$ cat config.mk
export PLATFORM = sky130hd
export DESIGN_NAME = bus_access_sequencer
export DESIGN_NICKNAME = d
export VERILOG_FILES = /design/src/rtl/bus_access_sequencer.sv
export SDC_FILE = /design/constraint.sdc
export NUM_CORES = 1
export LEC_CHECK = 0
export BUFFER_PORTS_ARGS = -buffer_cell sky130_fd_sc_hd__buf_2
export CAP_MARGIN = 0
export CORE_MARGIN = 8
export CORE_UTILIZATION = 51
export CTS_CLUSTER_DIAMETER = 40
export CTS_CLUSTER_SIZE = 25
export DETAILED_ROUTE_END_ITERATION = 12
export PLACE_DENSITY = 0.84
export SKIP_CTS_REPAIR_TIMING = 1
export SLEW_MARGIN = 20
export SYNTH_ARGS = -nofsm -noshare
export SYNTH_HDL_FRONTEND = slang
export SYNTH_SLANG_ARGS = --single-unit
export TNS_END_PERCENT = 20
$ cat constraint.sdc
create_clock -name i_clk -period 4.8 [get_ports i_clk]
set_input_delay 0.96 -clock i_clk [delete_from_list [all_inputs] [get_ports i_clk]]
set_output_delay 0.96 -clock i_clk [all_outputs]
set_load 0.01 [all_outputs]
$ cat src/rtl/bus_access_sequencer.sv
// bus_access_sequencer
//   Sequences one system-bus access at a time after address decode:
//   round-robin CPU/DMA arbitration, a one-cycle decode slot, a per-region
//   wait-state hold of the chip selects, then a one-cycle ack or err pulse.
// Ports:
//   i_clk, i_nrst              clock, synchronous active-low reset
//   i_cpuReq, i_dmaReq         requests, held until ack/err
//   o_addrSel                  decoder address mux select (0=CPU, 1=DMA)
//   i_csPins, i_busError       decoder result for the selected address
//   i_dlyBIOS/CDRM/SPU/Exp2    programmable wait counts for those regions
//   o_csStrobe                 chip selects to peripherals (WAIT and DONE)
//   o_busy                     access in progress
//   o_cpuAck/o_dmaAck          completion pulses
//   o_cpuErr/o_dmaErr          bus-error pulses
// Chip-select bit map: 0 BIOS, 1 MemCtrl1, 2 PeriphIO, 3 MemCtrl2, 4 INT,
//   5 DMA, 6 Timer, 7 CDRomCtrl, 8 GPU, 9 MDEC, 10 SPUCtrl, 11 ExpReg2,
//   12 RAM, 13 RAMHIZ.
module bus_access_sequencer #(
  parameter int RAM_DELAY = 2,
  parameter int IO_DELAY  = 1,
  parameter int CS_W      = 14
) (
  input  logic            i_clk,
  input  logic            i_nrst,
  input  logic            i_cpuReq,
  input  logic            i_dmaReq,
  output logic            o_addrSel,
  input  logic [CS_W-1:0] i_csPins,
  input  logic            i_busError,
  input  logic [3:0]      i_dlyBIOS,
  input  logic [3:0]      i_dlyCDRM,
  input  logic [3:0]      i_dlySPU,
  input  logic [3:0]      i_dlyExp2,
  output logic [CS_W-1:0] o_csStrobe,
  output logic            o_busy,
  output logic            o_cpuAck,
  output logic            o_dmaAck,
  output logic            o_cpuErr,
  output logic            o_dmaErr
);

  localparam int BIT_BIOS   = 0;
  localparam int BIT_CDRM   = 7;
  localparam int BIT_SPU    = 10;
  localparam int BIT_EXP2   = 11;
  localparam int BIT_RAM    = 12;
  localparam int BIT_RAMHIZ = 13;

  typedef enum logic [2:0] {IDLE, DECODE, WAIT, DONE, ERR} state_t;

  state_t     state;
  logic [3:0] cnt;
  logic       last_owner;
  logic [3:0] wait_dly;
  logic       winner;

  // Wait-count selection; a faulty multi-hot decode resolves by this order.
  always_comb begin
    wait_dly = 4'(IO_DELAY);
    if (i_csPins[BIT_RAM] || i_csPins[BIT_RAMHIZ]) wait_dly = 4'(RAM_DELAY);
    else if (i_csPins[BIT_BIOS])                   wait_dly = i_dlyBIOS;
    else if (i_csPins[BIT_CDRM])                   wait_dly = i_dlyCDRM;
    else if (i_csPins[BIT_SPU])                    wait_dly = i_dlySPU;
    else if (i_csPins[BIT_EXP2])                   wait_dly = i_dlyExp2;
  end

  // On a tie the requester that did not own the previous access wins.
  assign winner = (i_cpuReq && i_dmaReq) ? ~last_owner : i_dmaReq;

  always_ff @(posedge i_clk) begin
    if (!i_nrst) begin
      state      <= IDLE;
      cnt        <= '0;
      last_owner <= 1'b1;
      o_addrSel  <= 1'b0;
      o_csStrobe <= '0;
      o_busy     <= 1'b0;
      o_cpuAck   <= 1'b0;
      o_dmaAck   <= 1'b0;
      o_cpuErr   <= 1'b0;
      o_dmaErr   <= 1'b0;
    end else begin
      o_cpuAck <= 1'b0;
      o_dmaAck <= 1'b0;
      o_cpuErr <= 1'b0;
      o_dmaErr <= 1'b0;
      case (state)
        IDLE: begin
          if (i_cpuReq || i_dmaReq) begin
            o_addrSel <= winner;
            o_busy    <= 1'b1;
            state     <= DECODE;
          end
        end
        DECODE: begin
          if (i_busError) begin
            o_cpuErr <= ~o_addrSel;
            o_dmaErr <= o_addrSel;
            state    <= ERR;
          end else begin
            o_csStrobe <= i_csPins;
            cnt        <= wait_dly;
            if (wait_dly == 4'd0) begin
              o_cpuAck <= ~o_addrSel;
              o_dmaAck <= o_addrSel;
              state    <= DONE;
            end else begin
              state <= WAIT;
            end
          end
        end
        WAIT: begin
          // Ack is registered on the transition so it is high during DONE.
          if (cnt == 4'd1) begin
            o_cpuAck <= ~o_addrSel;
            o_dmaAck <= o_addrSel;
            state    <= DONE;
          end else begin
            cnt <= cnt - 4'd1;
          end
        end
        DONE: begin
          last_owner <= o_addrSel;
          o_csStrobe <= '0;
          o_busy     <= 1'b0;
          state      <= IDLE;
        end
        ERR: begin
          last_owner <= o_addrSel;
          o_busy     <= 1'b0;
          state      <= IDLE;
        end
        default: state <= IDLE;
      endcase
    end
  end

endmodule

==> results_dict.tcl, run 1 <==
set metrics [dict create \
    tritoncts "yes" \
    worstPathCellList "nand2b_1, nor3_4, o21ai_1, or4_4, a2111oi_4" \
    routed_via_density 5.48 \
    grt_first_pass_wirelength_mm 5.57 \
    drt_drc_violations_left 0 \
    setup.worst_path.class "flop to flop" \
    met1_length_mm 1.59 \
    grt_overflow_total 0 \
    power.static_leakage_nw 0.720 \
    critical_path_arrival_ns 2.73 \
    setup_tns_ns 0 \
    drive_gt1_frac 0.317 \
    synth_compound_area_frac 0.261 \
    fin_crit_sh 0.519 \
    regToRegSetupSlack_ns 2.31 \
    num-fill-cells 247 \
    synthesis.instances 158 \
    end_kind "flop" \
    unrepaired_setup_endpoints_after_global_routing "false" \
    final_core_utilization 0.637 \
    cts_made_buffers 3 \
    detailedRoute.firstPassIterationCount 4 \
    synth.mux.area_fraction 0 \
    max_slew_margin 0.309 \
    commonest_cells_after_routing_fill_and_taps_aside "sky130_fd_sc_hd__buf_2 (54), sky130_fd_sc_hd__dfxtp_1 (28), sky130_fd_sc_hd__nor2b_1 (16), sky130_fd_sc_hd__nand2_1 (16), sky130_fd_sc_hd__a22oi_1 (14)" \
    skew_ns 0.00308 \
    grt_usage 0.150 \
    design.portCount 55 \
    syn_area_sq_mm 0.00137 \
    synth_fp_nets 195 \
    post_synth_main_area_contributors "sky130_fd_sc_hd__dfxtp_1 (41%), sky130_fd_sc_hd__a22oi_1 (7.7%), sky130_fd_sc_hd__nor2b_1 (7.3%), sky130_fd_sc_hd__nand2_1 (4.4%), sky130_fd_sc_hd__a21oi_1 (2.9%)" \
    via_count_of_the_routed_design 1310 \
    setup_viol_count_final 0 \
    rows 19 \
    wirelength_mm 3.46 \
    finalNonFillerCells 239 \
    hold_path.class "flop to flop" \
    register_area_sq_um 561 \
    number_of_buffers_and_inverters_on_the_critical_path 0 \
    synth.yosys.warnings 0 \
    run_status "completed" \
    effective_utilization_at_floorplan 0.515 \
    first_global_vias 1288 \
    synth_area_in_simple_gates 0.257 \
    synth_largest_area_cell "sky130_fd_sc_hd__dfxtp_1" \
    maxCapViolations 0 \
    synthAdderAreaFrac 0.0182 \
    htree_levels 1 \
    achievable-frequency_mhz 401 \
    synth.yosys.seq_area_share 0.409 \
    required_ns 5.04 \
    critPathTopFamily "simple AND/OR/NAND/NOR gates" \
    cp-start-kind "flop" \
    synthDistinctLibCells 42 \
    fp.dieH_microns 67.9 \
    detailroute.wirelength.met2_mm 1.65 \
    worst_setup_hold_path_clk_slew_ns 0.15 \
    whs_ns 0.488 \
    portion_of_synthesized_cell_area_occupied_by_the_leading_cell_type 0.409 \
    cts.path.max_buffers 2 \
    critical_path_slowest_stage_cell "sky130_fd_sc_hd__or4_4" \
    post_dp_cell_area_sq_mm 0.00164 \
    number_of_enable_type_register_cells_in_the_synthesized_netlist 0 \
    worst_skew_pair.late_latency_ns 0.32 \
    dr_wl_met3_microns 198 \
    cts_sinks 28 \
    top_signal_layer_used "met4" \
    timing.final.max_slew_violations 0 \
    grt_antenna_before_repair 0 \
    die_footprint_sq_mm 0.00460 \
    synth-main-ff-cell "sky130_fd_sc_hd__dfxtp_1" \
    most_frequent_standard_cell_in_the_layout_excluding_fill_and_tap_cells "sky130_fd_sc_hd__buf_2" \
    crit_path_max_fanout 17 \
    finalWeightedCongestion 0.894 \
    synth-async-reset-ratio 0 \
    place.port_buffers 54 \
    largest_family_of_logic_cells_by_synthesized_area "compound AO/OA/AOI/OAI gates" \
    post-route-min-period_ns 2.49 \
    slowest_delay_ns 0.58 \
    core_area_sq_mm 0.00266 \
    hold_viol 0 \
    power_per_cell_area_mw_per_mm2 310 \
    detailed_place_hpwl_mm 2.62 \
    place_worst_setup_slack_ns 1.98 \
    dieWidth_microns 67.9 \
    placedCellCount 235 \
    post_synth.cell_area_avg_sq_um 8.68 \
    actual_transition_at_the_worst_max_transition_pin_ns 1.03 \
    p_total_uw 526 \
    grt_max_degree 25 \
    area_growth_pct 23.7 \
    xor_xnor_cell_area_share_of_the_yosys_netlist 0.00639 \
    drtIter0Drc 96 \
    design.final.nets 246 \
    vdd_ir_drop_max_mv 0.218 \
    postLayoutCellArea_sq_mm 0.00170 \
    ys_ff_latch 28 \
    antenna-diode-count 0 \
    post_drt_wl_per_cell_microns 14.5 \
    setup_ws_ns 2.31 \
    final_antenna_net_count 0 \
    area_of_the_multi_input_gates_sq_um 744 \
    clock_tree.root_cell "sky130_fd_sc_hd__clkbuf_4" \
]
## worst min-delay path: stages, from the launching register on
cell                      delay, ns
sky130_fd_sc_hd__dfxtp_1       0.35
sky130_fd_sc_hd__nand2_1       0.06
sky130_fd_sc_hd__o21ai_1       0.05
## sequential cells by signal, summed over array words and instances, names as in the netlist
register and cells:
o_cpuErr 1, o_dmaAck 1, o_csStrobe 14, o_cpuAck 1, state 3, o_busy 1
cnt 4, o_addrSel 1, o_dmaErr 1, last_owner 1
## worst paths after layout
path / from / to / cells after the start
min reg2reg: cnt[1] / cnt[1] / 2
max: state[0] / o_cpuAck / 5
min: cnt[1] / cnt[1] / 2
max reg2reg: state[0] / o_cpuAck / 5
## cell usage after synthesis, drive strengths merged, types with 4 or more instances
master / n
a21oi: 8
a22oi: 14
inv: 8
nand2b: 4
a21boi: 4
nor3: 7
nand2: 16
clkbuf: 5
nor2b: 16
o21ai: 4
nor2: 10
dfxtp: 28
## logic make-up (layout without fill, tap and decap cells)
kind of cell / count (synthesis) / after routing
flops: 28 / 28
xor+xnor: 1 / 1
buf+inv: 16 / 66
simple gates: 65 / 65
fa+ha+maj: 2 / 2
compound gates: 46 / 46
## cell type report
| cell class | instances | share of cell area |
|---|---|---|
| well taps | 31 | 0.0229 |
| clock inverters | 1 | 0.0177 |
| flip-flops and latches | 28 | 0.330 |
| inverters | 8 | 0.0177 |
| multi-input cells | 114 | 0.439 |
| clock buffers | 3 | 0.0133 |
| repair buffers | 54 | 0.159 |
## routing by layer
metal,vias to the layer above,global-route usage
met2,29,0.251
met3,2,0.0344
met1,605,0.190
met4,0,0.0384
li1,674,-
met5,-,0
## where the power goes
group | internal [mW] | total, mW | switching, mW
Clock | 0.0844 | 0.154 | 0.0694
Combinational | 0.0474 | 0.108 | 0.0606
Sequential | 0.248 | 0.264 | 0.0161
No activity file was read; power rests on OpenSTA's default activity.
==> run 2: changes to the inputs <==
Settings changed: CORE_UTILIZATION 51 to 47, PLACE_DENSITY 0.84 to 0.78.
Clock period 4.8 ns to 2.6 ns, I/O delays scaled along.
==> results_dict.tcl, run 2 (synthesis results as in run 1) <==
set metrics [dict create \
    commonest_cells_after_routing_fill_and_taps_aside "sky130_fd_sc_hd__buf_2 (54), sky130_fd_sc_hd__dfxtp_1 (28), sky130_fd_sc_hd__nor2b_1 (16), sky130_fd_sc_hd__nand2_1 (16), sky130_fd_sc_hd__a22oi_1 (14)" \
    wirelength_mm 3.63 \
    power.static_leakage_nw 0.726 \
    most_frequent_standard_cell_in_the_layout_excluding_fill_and_tap_cells "sky130_fd_sc_hd__buf_2" \
    tritoncts "yes" \
    sw_frac_of_total 0.277 \
    p_total_uw 973 \
    seq_power_share 0.502 \
    post-route-min-period_ns 2.02 \
    design.portCount 55 \
    cts_sinks 28 \
    design.final.nets 247 \
    critical_path_slowest_stage_cell "sky130_fd_sc_hd__or4_4" \
    power_per_cell_area_mw_per_mm2 571 \
    placedCellCount 236 \
    setup_ws_ns 0.576 \
    clock_tree.root_cell "sky130_fd_sc_hd__clkbuf_4" \
    maxCapViolations 0 \
    cp-start-kind "flop" \
    skew_ns 0.00516 \
    crit_path_max_fanout 10 \
    finalNonFillerCells 240 \
    drtIter0Drc 70 \
    worstPathCellList "nand2b_1, nor3_4, o21ai_1, or4_4, a2111oi_4" \
    worst_setup_hold_path_clk_slew_ns 0.15 \
    fin_crit_sh 0.779 \
    detailedRoute.firstPassIterationCount 5 \
    die_footprint_sq_mm 0.00490 \
    unrepaired_setup_endpoints_after_global_routing "false" \
    setup.worst_path.class "flop to flop" \
    grt_overflow_total 0 \
    place.port_buffers 54 \
    post_drt_wl_per_cell_microns 15.1 \
    actual_transition_at_the_worst_max_transition_pin_ns 1.01 \
    vdd_ir_drop_max_mv 0.478 \
    netSwitchingPower_uw 270 \
    setup_viol_count_final 0 \
    drive_gt1_frac 0.321 \
    power_frac_clock 0.291 \
    first_global_vias 1419 \
    place_worst_setup_slack_ns 0.359 \
    finalWeightedCongestion 0.852 \
    max_slew_margin 0.324 \
    hold_path.class "input port to flop" \
    setup_tns_ns 0 \
    core_area_sq_mm 0.00276 \
    grt_max_degree 25 \
    grt_usage 0.147 \
    slowest_delay_ns 0.56 \
    cellInternalPower_uw 703 \
    achievable-frequency_mhz 494 \
    antenna-diode-count 0 \
    fp.dieH_microns 70.0 \
    routed_via_density 5.68 \
    grt_first_pass_wirelength_mm 6.22 \
    area_growth_pct 24.3 \
    worst_skew_pair.late_latency_ns 0.33 \
    critical_path_arrival_ns 2.26 \
    cts.path.max_buffers 2 \
    timing.final.max_slew_violations 0 \
    top_regs "o_csStrobe x14, cnt x4, state x3" \
    cts_made_buffers 3 \
    hold_viol 0 \
    run_status "completed" \
    htree_levels 1 \
    dieWidth_microns 70.0 \
    rows 19 \
    via_count_of_the_routed_design 1364 \
    combPwrFrac 0.207 \
    top_register "o_csStrobe" \
    largest_register_ffs 14 \
    end_kind "flop" \
    final_antenna_net_count 0 \
    required_ns 2.84 \
    effective_utilization_at_floorplan 0.497 \
    drt_drc_violations_left 0 \
    detailed_place_hpwl_mm 2.90 \
    grt_antenna_before_repair 0 \
]
## run 2: power groups by stage
stage	Clock (mW)	Combinational, mW	Sequential, mW
after floorplan	0	0.132	0.493
after global placement	0	0.196	0.495
after detailed placement	0	0.203	0.497
after CTS	0.291	0.204	0.488
after global routing	0.308	0.226	0.493
final	0.283	0.202	0.488
## run 2: through the flow
step | hold slack [ns] | utilization | cell area, sq um
2_1_floorplan | 0.438 | - | 1370
3_3_place_gp | 0.455 | 0.599 | 1650
3_5_place_dp | 0.463 | 0.599 | 1650
4_1_cts | 0.441 | 0.618 | 1700
5_1_grt | 0.434 | 0.618 | 1700
6_report | 0.441 | 0.618 | 1700
## run 2: final timing paths
| path | start | endpoint | slack, ns | depth (start not counted) |
|---|---|---|---|---|
| max | state[0] | o_cpuAck | 0.58 | 5 |
| min | i_csPins[9] | o_csStrobe[9] | 0.44 | 3 |
| max reg2reg | state[0] | o_cpuAck | 0.58 | 5 |
| min reg2reg | cnt[1] | cnt[1] | 0.48 | 2 |
## run 2: critical path: cells and delay by family (launching register included)
kind / cells / cell delay (ns)
flops: 1 / 0.54
simple gates: 3 / 0.96
compound gates: 2 / 0.44
## run 2: routing by layer
layer | share of wire | up-vias | track usage
met1 | 0.45 | 637 | 0.173
met3 | 0.072 | 6 | 0.0508
li1 | - | 672 | -
met2 | 0.46 | 49 | 0.240
met4 | 0.013 | 0 | 0.0580
met5 | 0 | - | 0
## run 2: layout make-up
class                   instances  area, sq um
fillers                       241         1050
multi-input cells             114          744
flip-flops and latches         28          561
repair buffers                 55          278
well taps                      31         38.8
clock inverters                 1         30.0
inverters                       8         30.0
clock buffers                   3         22.5
